==> src/rtl/periferico_tx.sv <==
// periferico_tx: peripheral-to-CPU transmitter.
// Local logic pushes words into a small FIFO. The FSM drains the FIFO one word
// at a time over a 4-phase send/ack handshake toward the CPU.
//
// Handshake: the block raises ptx_send with ptx_dados stable, then waits for
// ptx_ack=1. It drops ptx_send and waits for ptx_ack=0 before it loads the next
// word. An ack seen while idle is treated as stale and blocks the next load.
//
// Ports:
//   ptx_clock     clock, all state on the rising edge
//   ptx_reset     asynchronous active-low reset
//   ptx_wr_en     push strobe
//   ptx_wr_dados  word to push
//   ptx_full      FIFO holds FIFO_DEPTH words
//   ptx_empty     FIFO holds no words
//   ptx_count     FIFO occupancy
//   ptx_ovf       sticky flag: a push was dropped because the FIFO was full
//   ptx_send      request to the CPU: ptx_dados is valid
//   ptx_dados     word on the bus toward the CPU
//   ptx_ack       CPU acknowledge (same clock domain)
//   ptx_sent_cnt  completed transfers, wraps around
//   ptx_state     current FSM state (debug)
module periferico_tx #(
    parameter int DATA_W     = 4,
    parameter int FIFO_DEPTH = 4,
    parameter int ADDR_W     = 2,
    parameter int CNT_W      = 8
) (
    input  logic              ptx_clock,
    input  logic              ptx_reset,
    input  logic              ptx_wr_en,
    input  logic [DATA_W-1:0] ptx_wr_dados,
    output logic              ptx_full,
    output logic              ptx_empty,
    output logic [ADDR_W:0]   ptx_count,
    output logic              ptx_ovf,
    output logic              ptx_send,
    output logic [DATA_W-1:0] ptx_dados,
    input  logic              ptx_ack,
    output logic [CNT_W-1:0]  ptx_sent_cnt,
    output logic [1:0]        ptx_state
);

    typedef enum logic [1:0] {
        IDLE     = 2'd0,
        SEND     = 2'd1,
        WAIT_REL = 2'd2
    } state_t;

    localparam logic [ADDR_W:0] DEPTH_C = (ADDR_W+1)'(FIFO_DEPTH);

    state_t              state_q, state_d;
    logic [DATA_W-1:0]   mem [FIFO_DEPTH];
    logic [ADDR_W-1:0]   wr_ptr_q, rd_ptr_q;
    logic [ADDR_W:0]     count_q;
    logic                ovf_q;
    logic                send_q;
    logic [DATA_W-1:0]   dados_q;
    logic [CNT_W-1:0]    sent_cnt_q;

    logic load;      // pop the FIFO head onto the bus this cycle
    logic ack_done;  // transfer completes this cycle
    logic push_ok;

    assign ptx_full     = (count_q == DEPTH_C);
    assign ptx_empty    = (count_q == '0);
    assign ptx_count    = count_q;
    assign ptx_ovf      = ovf_q;
    assign ptx_send     = send_q;
    assign ptx_dados    = dados_q;
    assign ptx_sent_cnt = sent_cnt_q;
    assign ptx_state    = state_q;

    // A push into a full FIFO is still accepted when the head leaves in the
    // same cycle; the freed slot is the one being written.
    assign push_ok = ptx_wr_en && (!ptx_full || load);

    always_comb begin
        state_d  = state_q;
        load     = 1'b0;
        ack_done = 1'b0;
        case (state_q)
            IDLE: begin
                if (!ptx_empty && !ptx_ack) begin
                    load    = 1'b1;
                    state_d = SEND;
                end
            end
            SEND: begin
                if (ptx_ack) begin
                    ack_done = 1'b1;
                    state_d  = WAIT_REL;
                end
            end
            WAIT_REL: begin
                if (!ptx_ack) begin
                    state_d = IDLE;
                end
            end
            default: state_d = IDLE;
        endcase
    end

    always_ff @(posedge ptx_clock or negedge ptx_reset) begin
        if (!ptx_reset) begin
            state_q    <= IDLE;
            wr_ptr_q   <= '0;
            rd_ptr_q   <= '0;
            count_q    <= '0;
            ovf_q      <= 1'b0;
            send_q     <= 1'b0;
            dados_q    <= '0;
            sent_cnt_q <= '0;
        end else begin
            state_q <= state_d;
            send_q  <= (state_d == SEND);
            if (push_ok) begin
                wr_ptr_q <= wr_ptr_q + 1'b1;
            end
            if (load) begin
                rd_ptr_q <= rd_ptr_q + 1'b1;
                dados_q  <= mem[rd_ptr_q];
            end
            case ({push_ok, load})
                2'b10:   count_q <= count_q + 1'b1;
                2'b01:   count_q <= count_q - 1'b1;
                default: count_q <= count_q;
            endcase
            if (ptx_wr_en && !push_ok) begin
                ovf_q <= 1'b1;
            end
            if (ack_done) begin
                sent_cnt_q <= sent_cnt_q + 1'b1;
            end
        end
    end

    // Storage needs no reset: only slots between the pointers are ever read.
    always_ff @(posedge ptx_clock) begin
        if (push_ok) begin
            mem[wr_ptr_q] <= ptx_wr_dados;
        end
    end

endmodule

==> config.mk <==
export PLATFORM = sky130hd
export DESIGN_NAME = periferico_tx
export DESIGN_NICKNAME = d
export VERILOG_FILES = /design/src/rtl/periferico_tx.sv
export SDC_FILE = /design/constraint.sdc
export NUM_CORES = 1
export LEC_CHECK = 0
export CORE_AREA = 5 5 58 70
export CTS_CLUSTER_SIZE = 40
export DETAILED_ROUTE_END_ITERATION = 8
export DIE_AREA = 0 0 63 75
export GPL_ROUTABILITY_DRIVEN = 0
export PLACE_DENSITY = 0.8
export SLEW_MARGIN = 20
export SYNTH_ARGS = -nofsm -noshare
export SYNTH_HDL_FRONTEND = slang
export SYNTH_SLANG_ARGS = --single-unit
==> constraint.sdc <==
create_clock -name ptx_clock -period 5.4 [get_ports ptx_clock]
set_clock_uncertainty 0.15 [all_clocks]
set_input_delay 1.35 -clock ptx_clock [delete_from_list [all_inputs] [get_ports ptx_clock]]
set_output_delay 1.35 -clock ptx_clock [all_outputs]
set_load 0.02 [all_outputs]
==> results.toml <==
[run_status]
status = "finished, final reports clean"

[sta]
max_freq_mhz = 268
setup-violations-final = 0
finalHoldWorstSlack_ns = 0.330
rsz0062_at_grt = "no"
drv_slew = 0
period_minus_slack_ns = 3.73
setup_tns_ns = 0
post-route-period-util = 0.691
setup_ws_ns = 1.67
slew-limit-headroom = 0.656
hold_violations = 0
tightest_slew_ns = 0.516

[cts]
cts_buffer_depth = 2
cts_made_buffers = 5
cts_setup_buffers = 0
hold_buffers = 0
cts_root_buffer = "clkbuf_8"
ctsResizeCount = 0
cts_tree = "done"
clock_sinks = 39
cts.clk_slew.worst_paths_ns = 0.07
clock_latency_ns = 0.29
ctsHtreeMaxLevel = 2

[synthesis]
ys_seq_elements = 39
postSynthCellCount = 120
syn_nets = 134
synth_ff_type = "dfrtp_1"
syn_area_mm2 = 0.00175
syn_area_per_cell_um2 = 14.6
yosys_warnings = 0
seq_area_frac_synth = 0.604
async_flop_share = 0.590
synth-edff-count = 16
ys_types = 38

[place]
post-dp-hpwl_um = 2300
io_buffers = 28
place_ws_ns = 1.39

[grt]
grt_max_degree = 24
grt_remaining_overflow = 0
grt_pass1_vias = 1143
antenna_found_initial = 0
grt_pass1_wl_um = 5200
grt_usage = 0.142

[worst_setup_path]
worstSetupPathType = "input pin to flip-flop"
cp-start-kind = "input pin"
r2r_end = "ptx_count[2]$_DFFE_PN0P_"
r2r_cells = 8
crit_required_ns = 5.41
arrival_ns = 3.75
crit_path_max_fanout = 7
reg2reg_from = "ptx_state[1]$_DFF_PN0_"
worstSetupEndpointType = "flip-flop"
setup.worst_path.end = "ptx_count[2]$_DFFE_PN0P_"
critPathLaunch = "ptx_ack"
r2r_setup_slack_ns = 2.82

[detailed_routing]
wl_per_cell_um = 16.1
route.detailed.drc = 0
dr.first_iter.drc_count = 41
vias = 1059
vias_per_cell = 5.57
wl_um = 3070
firstDrtPassIters = 4
ant_nets = 0

[final_layout]
layout_commonest_cell = "clkdlybuf4s50_1"
layout_common_cells = "clkdlybuf4s50_1, dfrtp_1, edfxtp_1"
syn_to_final_growth_pct = 21.8
diodes = 0
fin_nets = 166
layout-drive-gt1-share = 0.118

[pwr]
combPwrFrac = 0.422
p_clk_frac = 0.151
intPower_uw = 753
total_leakage_power_uw = 0.000838
p_per_area_mw_per_mm2 = 561
seq_power_share = 0.426
power.total_uw = 1190
swShare = 0.369
p_sw_uw = 441
ir_drop_mv = 0.347

[floorplan]
die_w_um = 63
dieArea_mm2 = 0.00473
initial_core_util = 0.528
row_count = 23
die_y_um = 75
io_pins = 29
core_mm2 = 0.00331

[worst_hold_path]
hp-class = "flip-flop to flip-flop"

[flow_run]
maxCapViolations = 0
==> metal layers <==
layer / wire [um] / global-route usage / vias to the layer above / part of all wire
li1: - / - / 495 / -
met1: 1180 / 0.151 / 522 / 0.38
met2: 1650 / 0.254 / 35 / 0.54
met3: 191 / 0.0567 / 7 / 0.062
met4: 49 / 0.0566 / 0 / 0.016
met5: 0 / 0 / - / 0
==> cell usage after synthesis, types with 2 or more instances <==
master / number / area (um^2)
and2_1: 5 / 31.3
buf_2: 2 / 10.0
dfrtp_1: 23 / 576
edfxtp_1: 16 / 480
ha_1: 5 / 62.6
inv_1: 6 / 22.5
mux2_1: 4 / 45.0
mux4_2: 4 / 90.1
nand2_1: 7 / 26.3
nand3_1: 4 / 20.0
nand4_1: 2 / 12.5
nor2_1: 2 / 7.51
nor3_1: 2 / 10.0
nor3_2: 2 / 20.0
o21ai_1: 2 / 10.0
xnor2_1: 9 / 78.8
xor2_1: 4 / 35.0
==> worst max-delay path: stages <==
cell and delay [ns]:
clkdlybuf4s50_1 0.52, or3_1 0.61, nor2_8 0.21, nand2_1 0.09
fa_1 0.40, nor2b_1 0.20, nand2_1 0.07, a32oi_1 0.20
o21ai_1 0.09
==> power by group through the flow <==
stage          logic (uW)  clock network [uW]  registers [uW]
3_5_place_dp          509                   0             515
5_1_grt               543                 201             525
4_1_cts               510                 188             510
6_report              504                 181             509
3_3_place_gp          489                   0             508
2_1_floorplan         274                   0             552
==> worst min-delay path by stage <==
stage,from,endpoint,slack [ns],depth (start not counted)
after detailed placement,ptx_sent_cnt[7]$_DFFE_PN0P_,ptx_sent_cnt[7]$_DFFE_PN0P_,0.32,1
after CTS,ptx_sent_cnt[7]$_DFFE_PN0P_,ptx_sent_cnt[7]$_DFFE_PN0P_,0.34,1
final,ptx_sent_cnt[7]$_DFFE_PN0P_,ptx_sent_cnt[7]$_DFFE_PN0P_,0.33,1
after floorplan,rd_ptr_q[1]$_DFFE_PN0P_,rd_ptr_q[1]$_DFFE_PN0P_,0.38,1
after global routing,ptx_sent_cnt[7]$_DFFE_PN0P_,ptx_sent_cnt[7]$_DFFE_PN0P_,0.35,1
after global placement,ptx_sent_cnt[7]$_DFFE_PN0P_,ptx_sent_cnt[7]$_DFFE_PN0P_,0.31,1
==> cell type report <==
type	instances	area (um^2)
fill	253	1180
sequential	39	1060
multi-input combinational	72	648
timing repair buffer	28	275
clock buffer	6	72.6
tap	37	46.3
inverter	6	22.5
clock inverter	2	7.51
==> state kept, by name, indices dropped and copies added, names as in the netlist <==
name,count
mem,16
ptx_sent_cnt,8
ptx_send,1
ptx_state,2
ptx_dados,4
wr_ptr_q,2
ptx_count,3
ptx_ovf,1
rd_ptr_q,2
==> metrics by stage <==
stage	instances	utilization	instance area (um^2)
6_report	190	0.643	2130
5_1_grt	190	0.643	2130
4_1_cts	190	0.645	2130
3_5_place_dp	182	0.620	2050
3_3_place_gp	182	0.620	2050
2_1_floorplan	120	-	1750
==> logic make-up (layout without fill, tap and decap cells) <==
logic type | after synthesis | after routing | synth area share
AO/OA/AOI/OAI | 11 | 11 | 0.0508
flip-flops | 39 | 39 | 0.604
AND/OR/NAND/NOR | 33 | 33 | 0.122
buffers and inverters | 9 | 42 | 0.0251
multiplexers | 9 | 9 | 0.0859
XOR/XNOR | 13 | 13 | 0.0651
adder cells (fa/ha/maj) | 6 | 6 | 0.0472
Power figures use the tool's default switching activity.
